### src/rtl/spi_frame_slave.sv
// rtl/spi_frame_slave.sv - SPI-style frame receiver publishing {mode, loc, addr, key} on ss release
// Parametrised key loader front end with per-clk or sclk-strobed sampling.
module spi_frame_slave #(
    parameter int KEY_W       = 128,
    parameter int ADDR_W      = 8,
    parameter int LOC_W       = 8,
    parameter int SAMPLE_MODE = 0,
    parameter int SYNC_STAGES = 2
) (
    input  logic              clk,
    input  logic              rst,
    input  logic              ss,
    input  logic              sclk,
    input  logic              mosi,
    output logic              mode,
    output logic [LOC_W-1:0]  usr_loc,
    output logic [ADDR_W-1:0] usr_addr,
    output logic [KEY_W-1:0]  usr_key,
    output logic              start,
    output logic              frame_err,
    output logic              busy
);

    localparam int FRAME_W = 1 + LOC_W + ADDR_W + KEY_W;
    localparam int CNT_W   = $clog2(FRAME_W + 1);
    localparam logic [CNT_W-1:0] FULL_CNT = CNT_W'(FRAME_W);

    typedef enum logic [1:0] {
        IDLE  = 2'd0,
        SHIFT = 2'd1,
        OVER  = 2'd2
    } state_t;

    state_t               state_q;
    logic [FRAME_W-1:0]   sr_q;
    logic [CNT_W-1:0]     cnt_q;
    logic                 ss_q;
    logic                 sclk_prev_q;
    logic [SYNC_STAGES-1:0] ss_sync_q;
    logic [SYNC_STAGES-1:0] sclk_sync_q;
    logic [SYNC_STAGES-1:0] mosi_sync_q;

    logic ss_i;
    logic sclk_i;
    logic mosi_i;
    logic strobe;
    logic ss_rise;

    // The synchroniser chains fold away when SAMPLE_MODE=0 selects the raw pins.
    assign ss_i   = (SAMPLE_MODE != 0) ? ss_sync_q[SYNC_STAGES-1]   : ss;
    assign sclk_i = (SAMPLE_MODE != 0) ? sclk_sync_q[SYNC_STAGES-1] : sclk;
    assign mosi_i = (SAMPLE_MODE != 0) ? mosi_sync_q[SYNC_STAGES-1] : mosi;

    assign strobe  = (SAMPLE_MODE != 0) ? (sclk_i & ~sclk_prev_q) : ~ss_i;
    assign ss_rise = ss_i & ~ss_q;

    always_ff @(posedge clk) begin
        if (!rst) begin
            state_q     <= IDLE;
            sr_q        <= '0;
            cnt_q       <= '0;
            ss_q        <= 1'b0;
            sclk_prev_q <= 1'b0;
            ss_sync_q   <= '0;
            sclk_sync_q <= '0;
            mosi_sync_q <= '0;
            mode        <= 1'b0;
            usr_loc     <= '0;
            usr_addr    <= '0;
            usr_key     <= '0;
            start       <= 1'b0;
            frame_err   <= 1'b0;
            busy        <= 1'b0;
        end else begin
            ss_sync_q   <= {ss_sync_q[SYNC_STAGES-2:0], ss};
            sclk_sync_q <= {sclk_sync_q[SYNC_STAGES-2:0], sclk};
            mosi_sync_q <= {mosi_sync_q[SYNC_STAGES-2:0], mosi};
            ss_q        <= ss_i;
            sclk_prev_q <= sclk_i;
            start       <= 1'b0;
            frame_err   <= 1'b0;

            case (state_q)
                IDLE: begin
                    // ss_q resets low, so ss held low through reset never looks like a falling edge.
                    if (ss_q && !ss_i) begin
                        state_q <= SHIFT;
                        busy    <= 1'b1;
                        if (SAMPLE_MODE == 0) begin
                            sr_q  <= FRAME_W'(mosi_i);
                            cnt_q <= CNT_W'(1);
                        end else begin
                            sr_q  <= '0;
                            cnt_q <= '0;
                        end
                    end
                end
                SHIFT: begin
                    if (ss_rise) begin
                        if (cnt_q == FULL_CNT) begin
                            mode     <= sr_q[FRAME_W-1];
                            usr_loc  <= sr_q[FRAME_W-2 -: LOC_W];
                            usr_addr <= sr_q[KEY_W+ADDR_W-1 -: ADDR_W];
                            usr_key  <= sr_q[KEY_W-1:0];
                            start    <= 1'b1;
                        end else begin
                            frame_err <= 1'b1;
                        end
                        state_q <= IDLE;
                        busy    <= 1'b0;
                    end else if (strobe) begin
                        if (cnt_q == FULL_CNT) begin
                            state_q <= OVER;
                        end else begin
                            sr_q  <= {sr_q[FRAME_W-2:0], mosi_i};
                            cnt_q <= cnt_q + CNT_W'(1);
                        end
                    end
                end
                OVER: begin
                    if (ss_rise) begin
                        frame_err <= 1'b1;
                        state_q   <= IDLE;
                        busy      <= 1'b0;
                    end
                end
                default: begin
                    state_q <= IDLE;
                    busy    <= 1'b0;
                end
            endcase
        end
    end

endmodule
### config.mk
export PLATFORM = sky130hd
export DESIGN_NAME = spi_frame_slave
export DESIGN_NICKNAME = d
export VERILOG_FILES = /design/src/rtl/spi_frame_slave.sv
export SDC_FILE = /design/constraint.sdc
export NUM_CORES = 1
export LEC_CHECK = 0
export ABC_AREA = 1
export CORE_MARGIN = 2
export CORE_UTILIZATION = 49
export CTS_BUF_LIST = sky130_fd_sc_hd__clkbuf_16
export CTS_CLUSTER_SIZE = 28
export DETAILED_ROUTE_END_ITERATION = 12
export PLACE_DENSITY = 0.76
export RECOVER_POWER = 25
export SKIP_CTS_REPAIR_TIMING = 1
export SYNTH_ARGS = -nofsm -noshare
export SYNTH_HDL_FRONTEND = slang
export SYNTH_SLANG_ARGS = --single-unit
### constraint.sdc
create_clock -name clk -period 1.8 [get_ports clk]
set_clock_uncertainty 0.05 [all_clocks]
set_input_delay 0.18 -clock clk [delete_from_list [all_inputs] [get_ports clk]]
set_output_delay 0.18 -clock clk [all_outputs]
set_load 0.005 [all_outputs]
# After elaboration in Yosys (flattened, before gate mapping)

Index checks and enable logic that the tools add are counted.

Bits in registers: 304
Input port bits: 5
Output and inout port bits: 148
Logic and storage cells: 59

$add $sub $neg: 1
Eq/ne operators: 11
Mux-type cells: 24
Bitwise gates (word level): 2
Reductions and logical operators: 10

Operator list:

| kind                | number |
|---|---|
| $mux 145            | 4 |
| $pmux 145 s2        | 1 |
| $mux 8              | 4 |
| $pmux 8 s2          | 1 |
| $mux 2              | 5 |
| $ne 2x2->1 const B  | 5 |
| $add 8x1->8 const B | 1 |
| $eq 8x8->1 const B  | 1 |
| $mux 1              | 6 |
| $ne 3x3->1 const B  | 2 |
| $pmux 2 s3          | 1 |
| $reduce_and 3->1    | 2 |
| $reduce_and 5->1    | 1 |
| $pmux 1 s2          | 2 |
| $reduce_and 4->1    | 1 |
| $eq 2x1->1 const B  | 1 |
| $eq 2x2->1 const B  | 1 |
| $logic_not 2->1     | 1 |
| $ne 2x1->1 const B  | 1 |
| $reduce_and 2->1    | 1 |
| $reduce_bool 2->1   | 1 |
| $reduce_or 2->1     | 1 |
| $and 1x1->1         | 1 |
| $logic_and 1x1->1   | 1 |
| 2 further kinds     | 2 |

# Longest topological paths before layout

Depth after elaboration: 5
Gate-level depth with buffers: 11

# Worst setup path after synthesis

Ideal clock, no wire load.

Kind: reg2reg
Start point: register state_q[1]
End point: register sr_q[55]
Setup time: 132 ps
Arrival time: 1,539 ps
Data required time: 1,618 ps
Slack: 79 ps
Stages on the path, launching flop included: 12
Buffers on the path: 3
Period minus slack after synthesis: 1,721 ps
Cell sequence: dfxtp_1 > inv_1 > ha_1 > buf_2 > nand2_1 > nand2_1 > nor2_2 > nand2_2 > buf_6 > buf_2 > nand2_1 > a21oi_1

Word-level cells in the longest chain between the ends: 3
Elaborated cells on any way between the ends: 9
Those cells by class: eq/ne (5); mux (1); reduce/logical (3)

RTL lines:

| what                                                             | line | text |
|---|---|---|
| start: declaration                                               | 34   | `state_t state_q;` |
| start signal: assignment                                         | 59   | `state_q <= IDLE;` |
| start signal: assignment                                         | 87   | `state_q <= SHIFT;` |
| start signal: assignment                                         | 109  | `state_q <= IDLE;` |
| $eq 2x1->1 / $logic_not 2->1 (equally long branches)             | 83   | `case (state_q)` |
| $ne 2x2->1 (no line) / $reduce_bool 2->1 (equally long branches) | n/a  |  |
| $reduce_and 5->1 (no line)                                       | n/a  |  |
| end signal: assignment                                           | 90   | `sr_q <= FRAME_W'(mosi_i);` |
| end signal: assignment                                           | 115  | `sr_q <= {sr_q[FRAME_W-2:0], mosi_i};` |
| end: declaration                                                 | 35   | `logic [FRAME_W-1:0] sr_q;` |

Several ways; a longest one is shown, not always the timed one.
A chain may end at the register's enable or synchronous reset.

# Worst setup path after layout

Start point: register state_q[0]
End point: register sr_q[142]

Same word-level chain as after synthesis.

==> qor_table.md <==
| Result | This run |
|:---|:---|
| Cells along the critical path | inv_1, ha_1, buf_4, nor2_1, nor2_4, nand2_8, clkbuf_16, nand2_1, a21oi_1 |
| Boundary Pins | 153 |
| Crit path kind | register to register |
| Mean instance size in the synthesized netlist | 7.79 um2 |
| Critical register-to-register path endpoint | sr_q[142]$_SDFFE_PN0P_ |
| Post-route ant nets | 0 |
| Met3 wire len | 1.51 mm |
| Clock root cell | sky130_fd_sc_hd__clkbuf_16 |
| Synthesized instance count | 1388 |
| Time the worst path needs with I/O delays and setup | 1.77 ns |
| Syn_nets | 1398 |
| Setup repair after global routing missed its margin | true |
| Critical path data arrival time | 2.16 ns |
| Number of port buffers | 151 |
| Clk slew on worst S/H paths | 0.06 ns |
| Endpoint class of the critical path | register |
| Footprint of the flip-flops and latches | 6090 um2 |
| Vias in the first global route | 8587 |
| Final Hold Slack | 0.110 ns |
| Number of warnings issued by yosys | 0 |
| Critical Path Stages | 9 |
| Maximum single-stage delay on the critical path | 0.34 ns |
| Initial antenna violation count | 0 |
| Starting DRC count in detailed routing | 669 |
| Worst hold path type | primary input to register |
| Count of maximum capacitance violations | 0 |
| End-of-flow core utilization | 66.5% |
| DR WL met2 | 13.0 mm |
| Crit start category | register |
| First-pass iteration count of the detailed router | 5 |
| Layout overhead on the synthesized area | 33.8% |
| Origin of the critical flop-to-flop path | state_q[0]$_SDFFE_PN0P_ |
| Total number of vias | 9510 |
| Met1 wire length | 11.5 mm |
| Peak fanout along the critical path | 20 |
| Number of nets at the end of the flow | 1555 |
| Crit path to | sr_q[142]$_SDFFE_PN0P_ |
| Wire length of the first global-routing pass | 40.0 mm |
| Detail-routed via count per cell | 5.14 |
| Antenna fix cells | 0 |
| Final worst path period share | 98.6% |
| Total clock buffers created by CTS | 34 |
| Post-synthesis cell area | 10800 um2 |
| Fraction of layout cells with a size suffix above 1 | 10.0% |
| Non-filler instance count after layout | 1849 |
| Critical path's top delay family | simple AND/OR/NAND/NOR gates |
| Peak clock frequency supported by timing | 563 MHz |
| Data required time of the worst path | 2.18 ns |
| Start point of the critical path | state_q[0]$_SDFFE_PN0P_ |
| Setup slack on the worst flop-to-flop path | 0.03 ns |
| Post-route DRC violation count | 0 |
| Final setup fails | 0 |
| Most used flip-flop cell after synthesis | sky130_fd_sc_hd__dfxtp_1 |
| Run status | complete, no violations |
| Summed negative setup slack over all endpoints | 0 ns |
| Slowest-stage cell, CP | sky130_fd_sc_hd__dfxtp_2 |
| CTS sink cnt | 304 |
| Total routing resource utilization after global routing | 20.0% |
| Number of distinct library cell variants in the gate-level netlist after synthesis | 26 |
| Final HPWL DP | 14.7 mm |
| Count of final max-slew check failures | 0 |
| Pin slew with the least headroom to its limit | 0.506 ns |
| Slew margin rel. | 66.3% |
| Maximum number of pins on one net before global-route repair | 98 |
| Worst min-delay path startpoint | rst |
| Remaining global-route overflow | 0 |
| Fill count | 1805 |
| Flops & latches, synth | 304 |
| Final worst-path setup slack | 0.0252 ns |
| Area of the multi-input gates | 4260 um2 |
| Async set-or-reset flop fraction in the synthesized netlist | 0% |
| Worst path bufs/invs | 3 |
| Clock network latency to the later pin of the worst-skew pair | 0.51 ns |
| DIE WIDTH | 153 um |
| Cell row count | 54 |
| Worst r2r path cells | 9 |
| Area inside the core boundary | 21800 um2 |
| Maximum root-to-sink buffer count | 3 |
| Maximum vdd drop | 748 uV |
| DP Worst Slack | -0.132 ns |
| Lkg Pwr | 5.07 nW |
| TritonCTS clock tree | done |
| Placer Congestion | 0.858 |
| Uppermost routed layer | met4 |
| Routed length per placed instance | 14.5 um |
| Number of enable flip-flop cells after synthesis | 0 |
| Final number of hold-violating endpoints | 0 |
| Placed Cells | 1762 |
| Total Die Area | 23300 um2 |
| Power density of the placed cells | 1090 nW/um2 |
| Effective utilization at floorplan | 49.7% |
| H-tree depth reported by CTS | 2 |
| Drt total wl | 26.7 mm |
| Die height | 153 um |
| Sequential element share of the synthesized area | 56.3% |
## tightest hold or removal path: cells and delay by family
kind / cells / cell delay, ns
compound gates: 1 / 0.14
buf+inv: 1 / 0.25
simple gates: 1 / 0.04
## metrics by stage
| step | total power, mW | instance area (um2) |
|---|---|---|
| after floorplan | 8.10 | 10800 |
| after global placement | 8.62 | 12700 |
| after detailed placement | 8.62 | 12700 |
| after CTS | 15.2 | 13800 |
| after global routing | 16.4 | 14500 |
| final | 15.8 | 14500 |
## cell usage after synthesis, types with 6 or more instances
cell	n	share of area (%)
sky130_fd_sc_hd__buf_2	16	0.74
sky130_fd_sc_hd__dfxtp_1	304	56
sky130_fd_sc_hd__nand3_1	9	0.42
sky130_fd_sc_hd__o21ai_0	145	6.7
sky130_fd_sc_hd__a21oi_1	153	7.1
sky130_fd_sc_hd__nand2_1	328	11
sky130_fd_sc_hd__buf_6	10	1.0
sky130_fd_sc_hd__clkbuf_1	51	1.8
sky130_fd_sc_hd__inv_1	16	0.56
sky130_fd_sc_hd__nand4_1	6	0.35
sky130_fd_sc_hd__buf_4	19	1.3
sky130_fd_sc_hd__nor2_1	308	11
## routing by layer
layer | vias to the layer above | global-route usage [%]
met5 | - | 0
met4 | 0 | 8.25
met3 | 52 | 3.81
met2 | 280 | 33.9
met1 | 4417 | 25.2
li1 | 4761 | -
## power breakdown
part           leakage [nW]  total (mW)  internal (mW)  switching, mW
Combinational          2.06        2.36          0.992           1.36
Clock                 0.554        6.64           3.98           2.66
Sequential             2.45        6.80           6.77         0.0314
Total                  5.07        15.8           11.7           4.05
## how the worst min path moves through the flow
stage / slack, ns / depth (start not counted) / to
2_1_floorplan: 0.22 / 2 / ss_q$_SDFF_PN0_
3_3_place_gp: 0.40 / 2 / sr_q[144]$_SDFFE_PN0P_
3_5_place_dp: 0.41 / 2 / sr_q[108]$_SDFFE_PN0P_
4_1_cts: 0.08 / 3 / ss_q$_SDFF_PN0_
5_1_grt: 0.13 / 3 / usr_addr[5]$_SDFFE_PN0P_
6_report: 0.11 / 3 / usr_key[125]$_SDFFE_PN0P_
## layout make-up
| cell class | count | area share [%] |
|---|---|---|
| clock inverter | 23 | 1.10 |
| timing repair inverter | 1 | 0.0605 |
| inverter | 19 | 0.597 |
| timing repair buffer | 216 | 17.9 |
| clock buffer | 37 | 6.40 |
| tap | 280 | 2.42 |
| sequential | 304 | 42.1 |
| multi-input combinational | 969 | 29.5 |
## flip-flops by register name, summed over array words and instances (netlist names)
name,cells
mode,1
state_q,2
usr_loc,8
usr_addr,8
cnt_q,8
usr_key,128
busy,1
frame_err,1
sr_q,145
start,1
ss_q,1
## cells by family (layout without fill, tap and decap cells)
family / after synthesis / in the layout / share of synthesized area [%]
flops: 304 / 304 / 56.3
buf+inv: 116 / 296 / 5.59
compound gates: 303 / 303 / 14.1
simple gates: 659 / 660 / 23.4
xor+xnor: 1 / 1 / 0.0810
fa+ha+maj: 5 / 5 / 0.579
## layout by cell type (no fill, tap or decap), types with 7 or more instances in the layout
cell	netlist	routed
sky130_fd_sc_hd__a21oi_1	153	141
sky130_fd_sc_hd__a21oi_2	0	12
sky130_fd_sc_hd__buf_12	0	19
sky130_fd_sc_hd__buf_4	19	22
sky130_fd_sc_hd__clkbuf_16	0	54
sky130_fd_sc_hd__clkdlybuf4s50_1	0	149
sky130_fd_sc_hd__clkinv_1	0	7
sky130_fd_sc_hd__dfxtp_1	304	299
sky130_fd_sc_hd__inv_1	16	21
sky130_fd_sc_hd__nand2_1	328	317
sky130_fd_sc_hd__nand2_2	2	9
sky130_fd_sc_hd__nand3_1	9	9
sky130_fd_sc_hd__nor2_1	308	306
sky130_fd_sc_hd__o21ai_0	145	100
sky130_fd_sc_hd__o21ai_1	3	48
No activity file was read; power rests on OpenSTA's default activity.
